<file path="src/rtl/rr_reg_arbiter_if.sv">
// rr_reg_arbiter_if: requester-side bus of the shared-register arbiter.
// Ports: req/lock/wdata from requesters; gnt/owner/q/upd back to them.
interface rr_reg_arbiter_if #(
    parameter int WIDTH = 8,
    parameter int NREQ  = 4
);
    localparam int OW = (NREQ > 1) ? $clog2(NREQ) : 1;

    logic [NREQ-1:0]       req;
    logic [NREQ-1:0]       lock;
    logic [NREQ*WIDTH-1:0] wdata;
    logic [NREQ-1:0]       gnt;
    logic [OW-1:0]         owner;
    logic [WIDTH-1:0]      q;
    logic                  upd;

    // requester side
    modport master (
        output req, lock, wdata,
        input  gnt, owner, q, upd
    );

    // arbiter side
    modport slave (
        input  req, lock, wdata,
        output gnt, owner, q, upd
    );
endinterface

</file>
<file path="src/rtl/rr_reg_arbiter.sv">
// rr_reg_arbiter: round-robin write arbiter owning one shared register.
// Ports: clk, rst (async active-low), bus (slave: req/lock/wdata in; gnt/owner/q/upd out).
module rr_reg_arbiter #(
    parameter int WIDTH    = 8,
    parameter int NREQ     = 4,
    parameter int MAX_LOCK = 4
) (
    input  logic            clk,
    input  logic            rst,
    rr_reg_arbiter_if.slave bus
);
    localparam int OW = (NREQ > 1) ? $clog2(NREQ) : 1;

    typedef enum logic [1:0] {
        S_IDLE,
        S_GRANT,
        S_LOCK
    } state_t;

    state_t            r_state;
    state_t            w_state_nxt;
    logic [NREQ-1:0]   r_gnt;
    logic [NREQ-1:0]   w_gnt_nxt;
    logic [OW-1:0]     r_owner;
    logic [OW-1:0]     w_owner_nxt;
    logic [7:0]        r_lock_cnt;
    logic [7:0]        w_lock_cnt_nxt;
    logic [WIDTH-1:0]  r_q;
    logic              r_upd;

    logic              w_cont;
    logic              w_found;
    logic [OW-1:0]     w_win;
    logic [OW-1:0]     w_idx;
    logic [WIDTH-1:0]  w_wsel;

    // A running burst keeps the grant while the owner still asks for it.
    assign w_cont = (r_state == S_LOCK)
                 && bus.req[r_owner]
                 && bus.lock[r_owner]
                 && (r_lock_cnt < 8'(MAX_LOCK));

    // Search owner+1 .. owner+NREQ; the last slot is the current owner,
    // which is skipped whenever it held the grant this cycle.
    always_comb begin
        w_found = 1'b0;
        w_win   = r_owner;
        w_idx   = r_owner;
        for (int k = 1; k <= NREQ; k++) begin
            w_idx = OW'((int'(r_owner) + k) % NREQ);
            if (!w_found && bus.req[w_idx]
                && !(k == NREQ && r_state != S_IDLE)) begin
                w_found = 1'b1;
                w_win   = w_idx;
            end
        end
    end

    always_comb begin
        w_state_nxt    = r_state;
        w_gnt_nxt      = r_gnt;
        w_owner_nxt    = r_owner;
        w_lock_cnt_nxt = r_lock_cnt;
        if (w_cont) begin
            w_lock_cnt_nxt = r_lock_cnt + 8'd1;
        end else if (w_found) begin
            w_gnt_nxt        = '0;
            w_gnt_nxt[w_win] = 1'b1;
            w_owner_nxt      = w_win;
            w_lock_cnt_nxt   = 8'd1;
            w_state_nxt      = bus.lock[w_win] ? S_LOCK : S_GRANT;
        end else begin
            w_gnt_nxt   = '0;
            w_state_nxt = S_IDLE;
        end
    end

    always_ff @(posedge clk or negedge rst) begin
        if (!rst) begin
            r_state    <= S_IDLE;
            r_gnt      <= '0;
            r_owner    <= OW'(NREQ - 1);
            r_lock_cnt <= 8'd0;
        end else begin
            r_state    <= w_state_nxt;
            r_gnt      <= w_gnt_nxt;
            r_owner    <= w_owner_nxt;
            r_lock_cnt <= w_lock_cnt_nxt;
        end
    end

    // Data of the current grantee; owner equals the grantee while gnt != 0.
    assign w_wsel = bus.wdata[r_owner*WIDTH +: WIDTH];

    always_ff @(posedge clk or negedge rst) begin
        if (!rst) begin
            r_q   <= '0;
            r_upd <= 1'b0;
        end else if (r_gnt != '0) begin
            r_q   <= w_wsel;
            r_upd <= 1'b1;
        end else begin
            r_upd <= 1'b0;
        end
    end

    assign bus.gnt   = r_gnt;
    assign bus.owner = r_owner;
    assign bus.q     = r_q;
    assign bus.upd   = r_upd;
endmodule

</file>
<file path="src/flat_wrapper.sv">
// flat-port wrapper written by rule: the top's interface ports become plain ports
module rr_reg_arbiter_flat 
#(
    parameter int WIDTH    = 8,
    parameter int NREQ     = 4,
    parameter int MAX_LOCK = 4
)
  (clk, rst, bus_req, bus_lock, bus_wdata, bus_gnt, bus_owner, bus_q, bus_upd);
  rr_reg_arbiter_if #(.WIDTH(WIDTH), .NREQ(NREQ)) bus_i ();
  input  logic clk;
  input  logic rst;
  input wire logic [$bits(bus_i.req)-1:0] bus_req;
  input wire logic [$bits(bus_i.lock)-1:0] bus_lock;
  input wire logic [$bits(bus_i.wdata)-1:0] bus_wdata;
  output wire logic [$bits(bus_i.gnt)-1:0] bus_gnt;
  output wire logic [$bits(bus_i.owner)-1:0] bus_owner;
  output wire logic [$bits(bus_i.q)-1:0] bus_q;
  output wire logic [$bits(bus_i.upd)-1:0] bus_upd;
  assign bus_i.req = bus_req;
  assign bus_i.lock = bus_lock;
  assign bus_i.wdata = bus_wdata;
  assign bus_gnt = bus_i.gnt;
  assign bus_owner = bus_i.owner;
  assign bus_q = bus_i.q;
  assign bus_upd = bus_i.upd;
  rr_reg_arbiter #(.WIDTH(WIDTH), .NREQ(NREQ), .MAX_LOCK(MAX_LOCK)) u_core (.clk(clk), .rst(rst), .bus(bus_i));
endmodule
</file>
<file path="config.mk">
export PLATFORM = sky130hd
export DESIGN_NAME = rr_reg_arbiter_flat
export DESIGN_NICKNAME = d
export VERILOG_FILES = /design/src/rtl/rr_reg_arbiter_if.sv /design/src/rtl/rr_reg_arbiter.sv /design/src/flat_wrapper.sv
export SDC_FILE = /design/constraint.sdc
export NUM_CORES = 1
export LEC_CHECK = 0
export CORE_MARGIN = 10
export CORE_UTILIZATION = 25
export DETAILED_ROUTE_END_ITERATION = 12
export GPL_ROUTABILITY_DRIVEN = 0
export GPL_TIMING_DRIVEN = 0
export PLACE_DENSITY = 0.59
export SYNTH_ARGS = -nofsm -noshare
export SYNTH_HDL_FRONTEND = slang
export SYNTH_SLANG_ARGS = --single-unit
</file>
<file path="constraint.sdc">
create_clock -name clk -period 2.4 [get_ports clk]
set_clock_uncertainty 0.15 [all_clocks]
set_input_delay 0.48 -clock clk [delete_from_list [all_inputs] [get_ports clk]]
set_output_delay 0.48 -clock clk [all_outputs]
set_load 0.01 [all_outputs]
</file>
[Word level (Yosys, flattened, before mapping)]
Index checks and enable logic that the tools add are counted.
W data, S select, Z words.
Word-level totals
  logic and storage cells: 68
  register bits: 25
  output and inout bits: 15
  bits of input ports: 42
Cells by class
  $add $sub $neg: 5
  equality and inequality tests: 1
  mux-type cells: 30
  shifts and indexed selects: 1
  order comparisons: 8
  bitwise operators: 1
  reduce and logical (&&, ||, !) cells: 16
Operators by type and width (count)
  $shiftx A32 B6 Y8: 1
  $lt A2 B3 Y1 const B: 6
  $mux W8: 2
  $bmux W1 S2: 7
  $mux W1: 13
  $mux W2: 6
  $add A8 B1 Y8 const B: 1
  $logic_and A1 B1 Y1: 8
  $lt A8 B3 Y1 const B: 1
  $add A2 B1 Y2 const B: 2
  $add A2 B2 Y2 const B: 2
  $logic_not A1 Y1: 4
  $mux W4: 1
  $reduce_bool A2 Y1: 2
  $reduce_bool A4 Y1: 1
  $demux W1 S2: 1
  $eq A2 B2 Y1 const B: 1
  $ge A2 B1 Y1 const B: 1
  $reduce_and A2 Y1: 1
  $not A1 Y1: 1

[Longest topological paths before layout]
Gate-level depths: netlist (run 1).
  depth after elaboration: 19
  mapped depth: 7
  depth with buffers taken out: 5

[Worst setup path after synthesis (run 1)]
Ideal clock, no wire load.
  kind: register to register
  start: register u_core.r_owner[0], in the netlist u_core.bus.owner[0]
  end: register u_core.r_owner[0], in the netlist u_core.bus.owner[0]
  clock period less this slack: 2138 ps
  library setup time: 82 ps
  cell stages (with the launch flop): 7
  required time: 2168 ps
  slack: 262 ps
  path buffers: 1
  arrival time: 1906 ps
  cells stage by stage: dfstp_2 -> buf_6 -> mux4_2 -> nand2b_2 -> nor2_1 -> a21oi_2 -> mux2_2
On the way
  cells in the longest elaborated chain, start to end: 15
  elaborated cells on any way between the ends: 36
  classes of those cells: 4 x add/sub; 20 x mux; 1 x bitwise; 11 x reduce/logical
RTL lines
  start: declaration: RTL line rr_reg_arbiter.sv:24  | logic [OW-1:0] r_owner;
  start signal: assignment: RTL line rr_reg_arbiter.sv:82  | r_owner <= OW'(NREQ - 1);
  start signal: assignment: RTL line rr_reg_arbiter.sv:87  | r_owner <= w_owner_nxt;
  $add A2 B1 Y2: RTL line rr_reg_arbiter.sv:50  | w_idx = OW'((int'(r_owner) + k) % NREQ);
  $bmux W1 S2: RTL line rr_reg_arbiter.sv:51  | if (!w_found && bus.req[w_idx]
  $mux W1 (implied by the code): RTL line rr_reg_arbiter.sv:51
  $mux W1: RTL line rr_reg_arbiter.sv:51
  $logic_not A1 Y1: RTL line rr_reg_arbiter.sv:51
  $logic_and A1 B1 Y1: RTL line rr_reg_arbiter.sv:51
  $mux W1: RTL line rr_reg_arbiter.sv:51
  $logic_not A1 Y1: RTL line rr_reg_arbiter.sv:51
  $logic_and A1 B1 Y1: RTL line rr_reg_arbiter.sv:51
  $mux W1: RTL line rr_reg_arbiter.sv:51
  $logic_not A1 Y1: RTL line rr_reg_arbiter.sv:51
  $logic_and A1 B1 Y1: RTL line rr_reg_arbiter.sv:51
  $logic_and A1 B1 Y1: RTL line rr_reg_arbiter.sv:52  | && !(k == NREQ && r_state != S_IDLE)) begin
  $mux W1: RTL line rr_reg_arbiter.sv:51
  $reduce_and A2 Y1 (no line)
Parallel ways exist; a longest one is shown, timed or not. The select of a mux whose other input is x is not followed.
A chain may end at the register's enable or synchronous reset.

[Final worst setup path (run 1)]
  start: input bus_req[1]
  end: register u_core.r_gnt[1], in the netlist u_core.bus.gnt[1]
On the way
  cells in the longest elaborated chain, start to end: 18
  elaborated cells on any way between the ends: 34
  classes of those cells: 2 x order compare; 21 x mux; 11 x reduce/logical
RTL lines
  start: declaration: RTL line flat_wrapper.sv:12  | input wire logic [$bits(bus_i.req)-1:0] bus_req;
  $bmux W1 S2: RTL line rr_reg_arbiter.sv:51
  $mux W1 (implied by the code): RTL line rr_reg_arbiter.sv:51
  $mux W1: RTL line rr_reg_arbiter.sv:51
  $logic_not A1 Y1: RTL line rr_reg_arbiter.sv:51
  $logic_and A1 B1 Y1: RTL line rr_reg_arbiter.sv:51
  $mux W1: RTL line rr_reg_arbiter.sv:51
  $logic_not A1 Y1: RTL line rr_reg_arbiter.sv:51
  $logic_and A1 B1 Y1: RTL line rr_reg_arbiter.sv:51
  [... 2 more ...]
  $logic_and A1 B1 Y1: RTL line rr_reg_arbiter.sv:51
  $logic_and A1 B1 Y1: RTL line rr_reg_arbiter.sv:52
  $mux W2: RTL line rr_reg_arbiter.sv:51
  $lt A2 B3 Y1 (implied by the code) or $ge A2 B1 Y1 (tied branches): RTL line rr_reg_arbiter.sv:68  | w_gnt_nxt[w_win] = 1'b1;
  $logic_and A1 B1 Y1 (implied by the code): RTL line rr_reg_arbiter.sv:68
  $mux W1 (implied by the code): RTL line rr_reg_arbiter.sv:68
  $demux W1 S2
  $mux W4: RTL line rr_reg_arbiter.sv:66  | end else if (w_found) begin
  end signal: assignment: RTL line rr_reg_arbiter.sv:86  | r_gnt <= w_gnt_nxt;
  end: declaration: RTL line rr_reg_arbiter.sv:22  | logic [NREQ-1:0] r_gnt;
Parallel ways exist; a longest one is shown, timed or not. The select of a mux whose other input is x is not followed.

==> summary.md, run 1 <==
| Metric | Value |
|---|---|
| Initial antenna violation count | `0` |
| Longest Clk Path Bufs | `2` |
| P_leak | `0.855 nW` |
| Min Hold Slack | `330 ps` |
| Maximum vdd drop | `0.000612 V` |
| Total number of vias | `1173` |
| Final nets | `216` |
| Setup CP Type | `input port to flop` |
| CTS Root Cell | `clkbuf_8` |
| Crit path depth | `7` |
| Crit path cell chain | `clkdlybuf4s50_1 -> mux4_2 -> nand2b_2 -> or2_4 -> and2_4 -> buf_6 -> o41ai_2` |
| Drt pass-1 iters | `3` |
| CTS buffer count | `3` |
| First-pass GRT wire length | `6.84 mm` |
| # DRC | `0` |
| Max Slew Vio Count | `0` |
| Worst Reg2Reg Path Length in Cells | `6` |
| Die H | `96.0 um` |
| Buf+Inv Stages, Crit Path | `2` |
| CTS tree | `done` |
| Chip Width | `96.0 um` |
| CTS clk-pin slew, worst paths | `80 ps` |
| Status | `completed` |
| Share of the clock period used by the worst path | `96.6%` |
| CP Launch Type | `input port` |
| Post-Syn Instances | `112` |
| Crit-path max FO | `8` |
| DR vias/cell | `4.81` |
| Mapped Nets | `155` |
| Row cnt | `27` |
| Fmax | `431 MHz` |
| Post-placement cell count | `240` |
| Worst setup EP type | `flop` |
| Worst-margin pin slew | `1150 ps` |
| Utilization after layout | `38.8%` |
| Worst rel slew slack | `22.9%` |
| WHS Path Cells | `1` |
| Global route overflow | `0` |
| Min-delay worst type | `flop to flop` |
| N_diodes | `0` |
| Critical path origin | `bus_req[1]` |
| Clk sinks | `25` |
| Vias in the first global route | `1293` |
| Sequential area share after synthesis | `43.5%` |
| R2r startpoint | `u_core.bus.owner[0]` |
| Total wire length | `4.27 mm` |
| PortBufs | `56` |
| Wire per inst | `17.5 um` |
| CP max stage delay | `590 ps` |
| Syn_area_per_cell | `12.9 um2` |
| FILL cells | `538` |
| Setup slack, reg-to-reg | `160 ps` |
| Boundary Pins | `57` |
| Worst r2r dst | `u_core.bus.owner[0]` |
| Post-synthesis cell type count | `39` |
| Post-place setup slack | `-257 ps` |
| Initial Utilization | `26.1%` |
| Die Area | `9220 um2` |
| Post-CTS Setup Bufs | `0` |
| CP delay by family, top | `buffers and inverters` |
| Finished Layout Cells | `244` |
| Core ar. | `5540 um2` |
| CTS H-tree depth | `1` |
| Final setup fails | `0` |
| Share of layout cells above drive strength 1 | `23.8%` |
| Worst Path Arrival | `2330 ps` |
| Power, Total | `0.00232 W` |
| Flops & latches, synth | `25` |
| Synthesized cell area | `1440 um2` |
| Syn. warnings | `0` |
| Worst Slack Setup Final | `82.3 ps` |
| Clk Latency, worst-skew pair | `270 ps` |
| CP endpoint | `u_core.bus.gnt[1]` |
| CP required | `2420 ps` |
| Pwr/cell area | `1080 nW/um2` |
| Routed Antenna Nets | `0` |
| Overall Global Routing Usage | `9.45%` |
| Max-cap violation count | `0` |
| Slowest-stage cell, CP | `clkdlybuf4s50_1` |
| Area growth syn-to-layout | `48.9%` |
| Min Clock Period, post-route | `2320 ps` |
| Post-DP HPWL | `3.38 mm` |
| Fin. Hold Viols | `0` |
| Initial DRC count | `22` |
| RSZ-0062 raised after global routing | `no` |
| Largest net degree at the start of global routing | `26` |
-- logic make-up (layout without fill, tap and decap cells) --
| family | count (synthesis) | after routing | synth area share, % |
|---|---|---|---|
| and+or+nand+nor | 34 | 34 | 15.3 |
| AOI/OAI and AO/OA | 21 | 21 | 12.2 |
| buffers and inverters | 10 | 70 | 3.99 |
| DFF | 25 | 25 | 43.5 |
| muxes | 21 | 21 | 24.1 |
| adders and majority gates | 1 | 1 | 0.866 |
-- how the worst min path moves through the flow --
stage / startpoint / endpoint / slack (ps)
floorplan: rst / u_core.bus.gnt[0] / 30
global placement: u_core.r_lock_cnt[0] / u_core.r_lock_cnt[0] / 320
detailed placement: u_core.r_lock_cnt[0] / u_core.r_lock_cnt[0] / 320
CTS: u_core.r_lock_cnt[0] / u_core.r_lock_cnt[0] / 340
global route: u_core.r_lock_cnt[0] / u_core.r_lock_cnt[0] / 370
finish: u_core.r_lock_cnt[0] / u_core.r_lock_cnt[0] / 330
-- worst reg2reg max path, delay by kind of cell (launching register included) --
kind                   cells  cell delay [ps]
AOI/OAI and AO/OA          1              210
buffers and inverters      1              130
DFF                        1              550
muxes                      2              890
and+or+nand+nor            2              230
-- metal layers --
| layer | vias up | routed length (um) | GRT usage, % |
|---|---|---|---|
| met1 | 574 | 1830 | 11.7 |
| met2 | 45 | 2030 | 14.9 |
| met4 | 0 | 68 | 3.69 |
| met5 | - | 0 | 0 |
| met3 | 5 | 339 | 3.04 |
| li1 | 549 | - | - |
-- cell usage after synthesis (all sizes together) --
cell type	n	area share (%)
dfrtp	23	40
mux2	10	7.8
mux4	10	16
buf	7	3.2
nand2	6	1.6
nor2b	5	2.2
a21oi	4	1.6
a31oi	3	1.3
and3b	3	1.8
inv	3	0.78
nand2b	3	1.5
nor2	3	0.78
o31ai	3	1.6
a41o	2	1.4
and2	2	1.0
and3	2	0.87
dfstp	2	3.6
nand3	2	0.69
nor4b	2	1.2
o22ai	2	0.87
o41ai	2	2.3
or2	2	1.0
a21o	1	0.52
a22o	1	0.61
ha	1	0.87
mux2i	1	0.69
nor3	1	0.35
nor4	1	0.87
nor4bb	1	0.69
o21ai	1	0.35
o31a	1	0.61
o32ai	1	1.1
or3	1	0.78
-- power by group --
part,internal (W),switching [W]
clock network,0.000119,0.000129
registers,0.000592,0.0000897
logic,0.000789,0.000604
-- repair_timing --
action                                  CTS  global route
resized for setup                         0             2
endpoints found under the setup margin    0             2
hold buffers                              0             0
-- final cells by class --
cell class | count | area (um2) | area share, %
plain buffers | 7 | 46.3 | 2.15
clock buffers | 4 | 45.0 | 2.10
inverters | 3 | 11.3 | 0.524
repair buffers | 56 | 561 | 26.1
well taps | 72 | 90.1 | 4.19
multi-input cells | 77 | 768 | 35.7
flip-flops and latches | 25 | 628 | 29.2
-- sequential cells by signal (all words and copies together) (netlist names) --
name,count
u_core.bus.q,8
u_core.r_lock_cnt,8
u_core.bus.gnt,4
u_core.bus.owner,2
u_core.r_state,2
u_core.bus.upd,1
-- layout by cell type, fill, tap and decap left out, types with 3 or more instances in the layout --
cell type        netlist  layout
clkbuf_8               0       3
and3b_1                3       3
nand2_1                6       6
a31oi_1                3       3
inv_1                  3       3
mux2_2                10      10
mux4_2                10      10
clkdlybuf4s50_1        0      56
dfrtp_1               23      23
o31ai_1                3       3
a21oi_1                3       3
buf_2                  4       4
nor2b_1                5       5
-- through the flow --
stage,cell area (um2),TNS (ps)
4_1_cts,2140,0
2_1_floorplan,1440,0
3_3_place_gp,2090,-1030
6_report,2150,0
3_5_place_dp,2090,-1730
5_1_grt,2150,0
Note: power is estimated with default switching activity, not from simulation.
==> run 2: changes to the inputs <==
--- a/config.mk
+++ b/config.mk
@@ -7,6 +7,7 @@
 export LEC_CHECK = 0
 export CORE_MARGIN = 10
 export CORE_UTILIZATION = 25
+export CTS_BUF_LIST = sky130_fd_sc_hd__clkbuf_8
 export DETAILED_ROUTE_END_ITERATION = 12
 export GPL_ROUTABILITY_DRIVEN = 0
 export GPL_TIMING_DRIVEN = 0
==> run 2 against run 1 <==
  * Combinational power hardly changed
  * Non-clock buffer count stayed put
  * Sequential share of layout area stayed put
  * Register-to-register slack hardly changed
  * Critical path type unchanged
  * Final area stayed put
  * Hold slack better by 4.9 ps
  * Power hardly changed
==> summary.md, run 2 (synthesized netlist as in run 1, its figures left out) <==
| Metric | Value |
|---|---|
| Status | `completed (unchanged)` |
| Post-CTS Hold Fix Bufs | `0 (unchanged)` |
| Row cnt | `27 (unchanged)` |
| Largest net degree at the start of global routing | `26 (unchanged)` |
| Crit-path max FO | `8 (unchanged)` |
| Min-delay worst type | `flop to flop (unchanged)` |
| Area occupied by registers | `628 um2 (unchanged)` |
| Longest Clk Path Bufs | `2 (unchanged)` |
| N_diodes | `0 (unchanged)` |
| Setup CP Type | `input port to flop (unchanged)` |
| Worst hold start | `u_core.r_lock_cnt[0] (unchanged)` |
| Maximum vdd drop | `0.000616 V (was 0.000612 V)` |
| Crit path cell chain | `clkdlybuf4s50_1 -> mux4_2 -> nand2b_2 -> or2_4 -> and2_4 -> buf_6 -> o41ai_2 (unchanged)` |
| Setup slack, reg-to-reg | `150 ps (was 160 ps)` |
| Min Hold Slack | `335 ps (was 330 ps)` |
| # DRC | `0 (unchanged)` |
| CP max stage delay | `580 ps (was 590 ps)` |
| P_leak | `0.860 nW (was 0.855 nW)` |
| Utilization after layout | `38.8% (unchanged)` |
| Final setup fails | `0 (unchanged)` |
| Finished Layout Cells | `244 (unchanged)` |
| Area of the multi-input gates | `768 um2 (unchanged)` |
| CP required | `2420 ps (about the same)` |
| Die Area | `9220 um2 (unchanged)` |
| CTS H-tree depth | `1 (unchanged)` |
| Combinational share of power | `60.0% (about the same)` |
| Pwr/cell area | `1080 nW/um2 (about the same)` |
| Initial antenna violation count | `0 (unchanged)` |
| Total wire length | `4.26 mm (was 4.27 mm)` |
| Worst r2r dst | `u_core.bus.owner[0] (unchanged)` |
| Initial Utilization | `26.1% (unchanged)` |
| Worst Path Arrival | `2330 ps (about the same)` |
| Vias in the first global route | `1293 (unchanged)` |
| Total number of vias | `1179 (was 1173)` |
| Cell-internal power | `0.00149 W (was 0.00150 W)` |
| Routed Antenna Nets | `0 (unchanged)` |
| Area growth syn-to-layout | `48.9% (unchanged)` |
| Global route overflow | `0 (unchanged)` |
| Clk sinks | `25 (unchanged)` |
| CP Launch Type | `input port (unchanged)` |
| Wire per inst | `17.5 um (about the same)` |
| Most frequent cells in the layout | `clkdlybuf4s50_1, dfrtp_1, mux4_2, mux2_2, nand2_1 (unchanged)` |
| Share of layout cells above drive strength 1 | `23.8% (unchanged)` |
| Overall Global Routing Usage | `9.45% (unchanged)` |
| Total negative slack | `0 ps (unchanged)` |
| Switch Pwr | `0.000826 W (was 0.000823 W)` |
| Die H | `96.0 um (unchanged)` |
| Max-cap violation count | `0 (unchanged)` |
| Post-CTS Setup Bufs | `0 (unchanged)` |
| Power share of the clock group | `10.5% (was 10.7%)` |
| Initial DRC count | `23 (was 22)` |
| Worst Reg2Reg Path Length in Cells | `6 (unchanged)` |
| Drt pass-1 iters | `4 (was 3)` |
| PortBufs | `56 (unchanged)` |
| Power, Total | `0.00232 W (about the same)` |
| Slowest-stage cell, CP | `clkdlybuf4s50_1 (unchanged)` |
| Seq pwr share | `29.4% (about the same)` |
| RSZ-0062 raised after global routing | `no (unchanged)` |
| DR vias/cell | `4.83 (was 4.81)` |
| R2r startpoint | `u_core.bus.owner[0] (unchanged)` |
| CTS Root Cell | `clkbuf_8 (unchanged)` |
| CTS resizes | `0 (unchanged)` |
| Worst rel slew slack | `23.6% (was 22.9%)` |
| Fin. Hold Viols | `0 (unchanged)` |
| Boundary Pins | `57 (unchanged)` |
| Post-placement cell count | `240 (unchanged)` |
| Commonest non-fill, non-tap cell in the layout | `clkdlybuf4s50_1 (unchanged)` |
| Worst setup EP type | `flop (unchanged)` |
| Hold EP | `u_core.r_lock_cnt[0] (unchanged)` |
| WHS Path Cells | `1 (unchanged)` |
| Max Slew Vio Count | `0 (unchanged)` |
| Fmax | `432 MHz (was 431 MHz)` |
| Final nets | `216 (unchanged)` |
| Post-DP HPWL | `3.38 mm (unchanged)` |
| Share of the clock period used by the worst path | `96.5% (was 96.6%)` |
| CTS clk-pin slew, worst paths | `80 ps (about the same)` |
| Chip Width | `96.0 um (unchanged)` |
| CTS tree | `done (unchanged)` |
| Min Clock Period, post-route | `2320 ps (about the same)` |
| Sw frac | `35.6% (was 35.4%)` |
| Clk Latency, worst-skew pair | `270 ps (about the same)` |
| Worst-margin pin slew | `1140 ps (was 1150 ps)` |
| First-pass GRT wire length | `6.84 mm (unchanged)` |
| Core ar. | `5540 um2 (unchanged)` |
| CTS buffer count | `3 (unchanged)` |
| FILL cells | `538 (unchanged)` |
## run 2: cell type report
| cell class | instances | area share, % |
|---|---|---|
| clock inverters | 1 | 0.175 |
| flip-flops and latches | 25 | 29.2 |
| multi-input cells | 77 | 35.7 |
| well taps | 72 | 4.19 |
| plain buffers | 7 | 2.15 |
| repair buffers | 56 | 26.1 |
| inverters | 3 | 0.524 |
| clock buffers | 3 | 1.92 |
## run 2: worst max-delay path by stage
stage / start / to / slack [ps] / cells after the start
final: bus_req[1] / u_core.bus.gnt[1] / 80 / 7
after global routing: bus_req[3] / u_core.bus.gnt[1] / 7 / 7
after CTS: bus_req[3] / u_core.bus.owner[0] / 30 / 6
after detailed placement: bus_req[3] / u_core.bus.owner[0] / -260 / 6
after global placement: bus_req[3] / u_core.bus.owner[0] / -220 / 6
after floorplan: u_core.bus.owner[0] / u_core.bus.owner[0] / 260 / 6
## run 2: worst max-delay path: cells and delay by family
kind / cells / cell delay, ps
mux: 1 / 310
buf+inv: 2 / 710
compound gates: 1 / 310
simple gates: 3 / 510
## run 2: metrics by stage
| step | worst slack, ps | instance area (um2) |
|---|---|---|
| after floorplan | 262 | 1440 |
| after global placement | -222 | 2090 |
| after detailed placement | -257 | 2090 |
| after CTS | 32.9 | 2140 |
| after global routing | 6.74 | 2150 |
| final | 83.1 | 2150 |
## run 2: metal layers
metal  global-route usage (%)  vias to the layer above  wire, um
met2                     14.9                       42      2040
met1                     11.7                      583      1810
met3                     3.04                        6       334
met5                        0                        -         0
met4                     3.69                        0        70
li1                         -                      548         -
## run 2: power groups by stage
stage | clock, W | sequential (W) | combinational, W
2_1_floorplan | 0 | 0.000735 | 0.000833
3_3_place_gp | 0 | 0.000687 | 0.00136
3_5_place_dp | 0 | 0.000690 | 0.00140
4_1_cts | 0.000255 | 0.000684 | 0.00140
5_1_grt | 0.000271 | 0.000703 | 0.00152
6_report | 0.000244 | 0.000683 | 0.00139
==> run 3: changes to the inputs <==
--- a/config.mk
+++ b/config.mk
@@ -5,9 +5,10 @@
 export SDC_FILE = /design/constraint.sdc
 export NUM_CORES = 1
 export LEC_CHECK = 0
+export CORE_ASPECT_RATIO = 0.7
 export CORE_MARGIN = 10
 export CORE_UTILIZATION = 25
-export CTS_BUF_LIST = sky130_fd_sc_hd__clkbuf_8
+export CTS_CLUSTER_SIZE = 16
 export DETAILED_ROUTE_END_ITERATION = 12
 export GPL_ROUTABILITY_DRIVEN = 0
 export GPL_TIMING_DRIVEN = 0
==> run 3 against run 2 <==
  * Final area is 0.23% higher
  * Maximum frequency is 1.7% higher
  * Non-clock buffer count stayed put
  * Core utilization is 0.79 points lower
  * Final cell count is 1.2% higher
  * Sequential share of layout area is 0.068 points lower
  * Power is 0.61% higher
  * Critical endpoint is now u_core.r_lock_cnt[4]
  * Die area is 0.53% higher
==> summary.md, run 3 (synthesized netlist as in run 1, its figures left out) <==
| Metric | Value |
|---|---|
| Status | `completed (unchanged)` |
| Cell-internal power | `0.00150 W (was 0.00149 W)` |
| Worst Path Arrival | `2280 ps (was 2330 ps)` |
| Area growth syn-to-layout | `49.2% (was 48.9%)` |
| Wire per inst | `16.6 um (was 17.5 um)` |
| Clk sinks | `25 (unchanged)` |
| Initial Utilization | `25.5% (was 26.1%)` |
| Max Slew Vio Count | `0 (unchanged)` |
| CP required | `2410 ps (was 2420 ps)` |
| CTS H-tree depth | `1 (unchanged)` |
| Initial DRC count | `45 (was 23)` |
| Total wire length | `4.10 mm (was 4.26 mm)` |
| Combinational share of power | `60.7% (was 60.0%)` |
| DR vias/cell | `4.74 (was 4.83)` |
| Longest Clk Path Bufs | `2 (unchanged)` |
| Power, Total | `0.00234 W (was 0.00232 W)` |
| Slowest-stage cell, CP | `clkdlybuf4s50_1 (unchanged)` |
| PortBufs | `56 (unchanged)` |
| Finished Layout Cells | `247 (was 244)` |
| Post-placement cell count | `243 (was 240)` |
| Final nets | `216 (unchanged)` |
| Clk Latency, worst-skew pair | `260 ps (was 270 ps)` |
| Switch Pwr | `0.000840 W (was 0.000826 W)` |
| Routed Antenna Nets | `0 (unchanged)` |
| Maximum vdd drop | `0.000263 V (was 0.000616 V)` |
| Fmax | `439 MHz (was 432 MHz)` |
| Crit-path max FO | `10 (was 8)` |
| Worst setup EP type | `flop (unchanged)` |
| Power share of the clock group | `10.4% (was 10.5%)` |
| # DRC | `0 (unchanged)` |
| Min-delay worst type | `flop to flop (unchanged)` |
| Min Clock Period, post-route | `2280 ps (was 2320 ps)` |
| Post-DP HPWL | `3.31 mm (was 3.38 mm)` |
| Vias in the first global route | `1191 (was 1293)` |
| Seq pwr share | `28.9% (was 29.4%)` |
| Crit path cell chain | `clkdlybuf4s50_1 -> mux4_2 -> nand2b_2 -> nor2_2 -> buf_2 -> and3b_1 (was clkdlybuf4s50_1 -> mux4_2 -> nand2b_2 -> or2_4 -> and2_4 -> buf_6 -> o41ai_2)` |
| Total number of vias | `1170 (was 1179)` |
| Pwr/cell area | `1080 nW/um2 (about the same)` |
| Die H | `83.6 um (was 96.0 um)` |
| Commonest non-fill, non-tap cell in the layout | `clkdlybuf4s50_1 (unchanged)` |
| Worst Slack Setup Final | `122 ps (was 83.1 ps)` |
| Chip Width | `111 um (was 96.0 um)` |
| Post-CTS Setup Bufs | `0 (unchanged)` |
| Max-cap violation count | `0 (unchanged)` |
| First-pass GRT wire length | `6.84 mm (unchanged)` |
| Final Cell Area | `2150 um2 (about the same)` |
| Buf+Inv Stages, Crit Path | `2 (unchanged)` |
| Share of layout cells above drive strength 1 | `24.4% (was 23.8%)` |
| CP delay by family, top | `buffers and inverters (unchanged)` |
| Share of the clock period used by the worst path | `94.9% (was 96.5%)` |
| CTS Root Cell | `clkbuf_8 (unchanged)` |
| Most frequent cells in the layout | `clkdlybuf4s50_1, dfrtp_1, mux4_2, mux2_2, nand2_1 (unchanged)` |
| Global route overflow | `0 (unchanged)` |
| Largest net degree at the start of global routing | `26 (unchanged)` |
| FILL cells | `551 (was 538)` |
| Row cnt | `23 (was 27)` |
| Post-CTS Hold Fix Bufs | `0 (unchanged)` |
| CTS tree | `done (unchanged)` |
| DP Area | `2100 um2 (was 2090 um2)` |
| Worst-margin pin slew | `1100 ps (was 1140 ps)` |
| Final setup fails | `0 (unchanged)` |
| CTS clk-pin slew, worst paths | `80 ps (about the same)` |
| Worst rel slew slack | `26.3% (was 23.6%)` |
| Initial antenna violation count | `0 (unchanged)` |
| RSZ-0062 raised after global routing | `no (unchanged)` |
| Boundary Pins | `57 (unchanged)` |
| Die Area | `9260 um2 (was 9220 um2)` |
| Overall Global Routing Usage | `8.77% (was 9.45%)` |
| Drt pass-1 iters | `4 (unchanged)` |
| CTS buffer count | `3 (unchanged)` |
| Fin. Hold Viols | `0 (unchanged)` |
| CP max stage delay | `590 ps (was 580 ps)` |
| Setup CP Type | `input port to flop (unchanged)` |
| CP Launch Type | `input port (unchanged)` |
| N_diodes | `0 (unchanged)` |
| Core ar. | `5670 um2 (was 5540 um2)` |
| P_leak | `0.858 nW (was 0.860 nW)` |
| Post-place setup slack | `-293 ps (was -257 ps)` |
| Sw frac | `36.0% (was 35.6%)` |
==> run 3: final timing paths <==
path / start / end / slack [ps] / depth (start not counted)
setup / recovery: bus_req[3] / u_core.r_lock_cnt[4] / 120 / 6
setup reg to reg: u_core.bus.owner[0] / u_core.bus.owner[1] / 170 / 6
min in group asynchronous: rst / u_core.bus.gnt[1] / 650 / 1
hold / removal: u_core.r_lock_cnt[0] / u_core.r_lock_cnt[0] / 350 / 1
hold reg to reg: u_core.r_lock_cnt[0] / u_core.r_lock_cnt[0] / 350 / 1
max in group asynchronous: rst / u_core.bus.q[0] / 780 / 1
==> run 3: metrics by stage <==
stage / hold WS [ps] / utilization, % / setup TNS, ps
floorplan: 34.4 / - / 0
global placement: 337 / 37.0 / -2300
detailed placement: 343 / 37.0 / -2690
CTS: 358 / 37.8 / 0
global route: 389 / 38.0 / 0
finish: 350 / 38.0 / 0
==> run 3: worst reg2reg max path: stages (launching register included) <==
cell	delay [ps]
dfstp_2	550
buf_6	130
mux4_2	510
nand3_1	140
nor2_2	110
a21oi_4	220
mux2_2	360
==> run 3: what timing repair did <==
action / 4_1_cts / 5_1_grt
resized for setup: 0 / 2
setup endpoints to repair: 0 / 11
endpoints found under the hold margin: 0 / 0
==> run 3: cell type report <==
type | count | area, um2 | area share (%)
plain buffers | 7 | 46.3 | 2.15
clock inverters | 1 | 5.00 | 0.232
flip-flops and latches | 25 | 628 | 29.2
repair buffers | 56 | 561 | 26.0
inverters | 3 | 11.3 | 0.523
multi-input cells | 77 | 768 | 35.7
well taps | 75 | 93.8 | 4.36
clock buffers | 3 | 41.3 | 1.92
==> run 3: routing by layer <==
layer	track usage, %	wire, um	vias to the layer above
met3	2.01	236	2
met5	0	0	-
met2	12.0	1680	47
li1	-	-	551
met1	13.2	2150	570
met4	2.12	34	0
==> run 3: power groups by stage <==
stage	Sequential, W	Combinational (W)	Clock (W)
after floorplan	0.000735	0.000833	0
after global placement	0.000681	0.00140	0
after detailed placement	0.000686	0.00142	0
after CTS	0.000677	0.00142	0.000256
after global routing	0.000698	0.00155	0.000274
final	0.000675	0.00142	0.000243
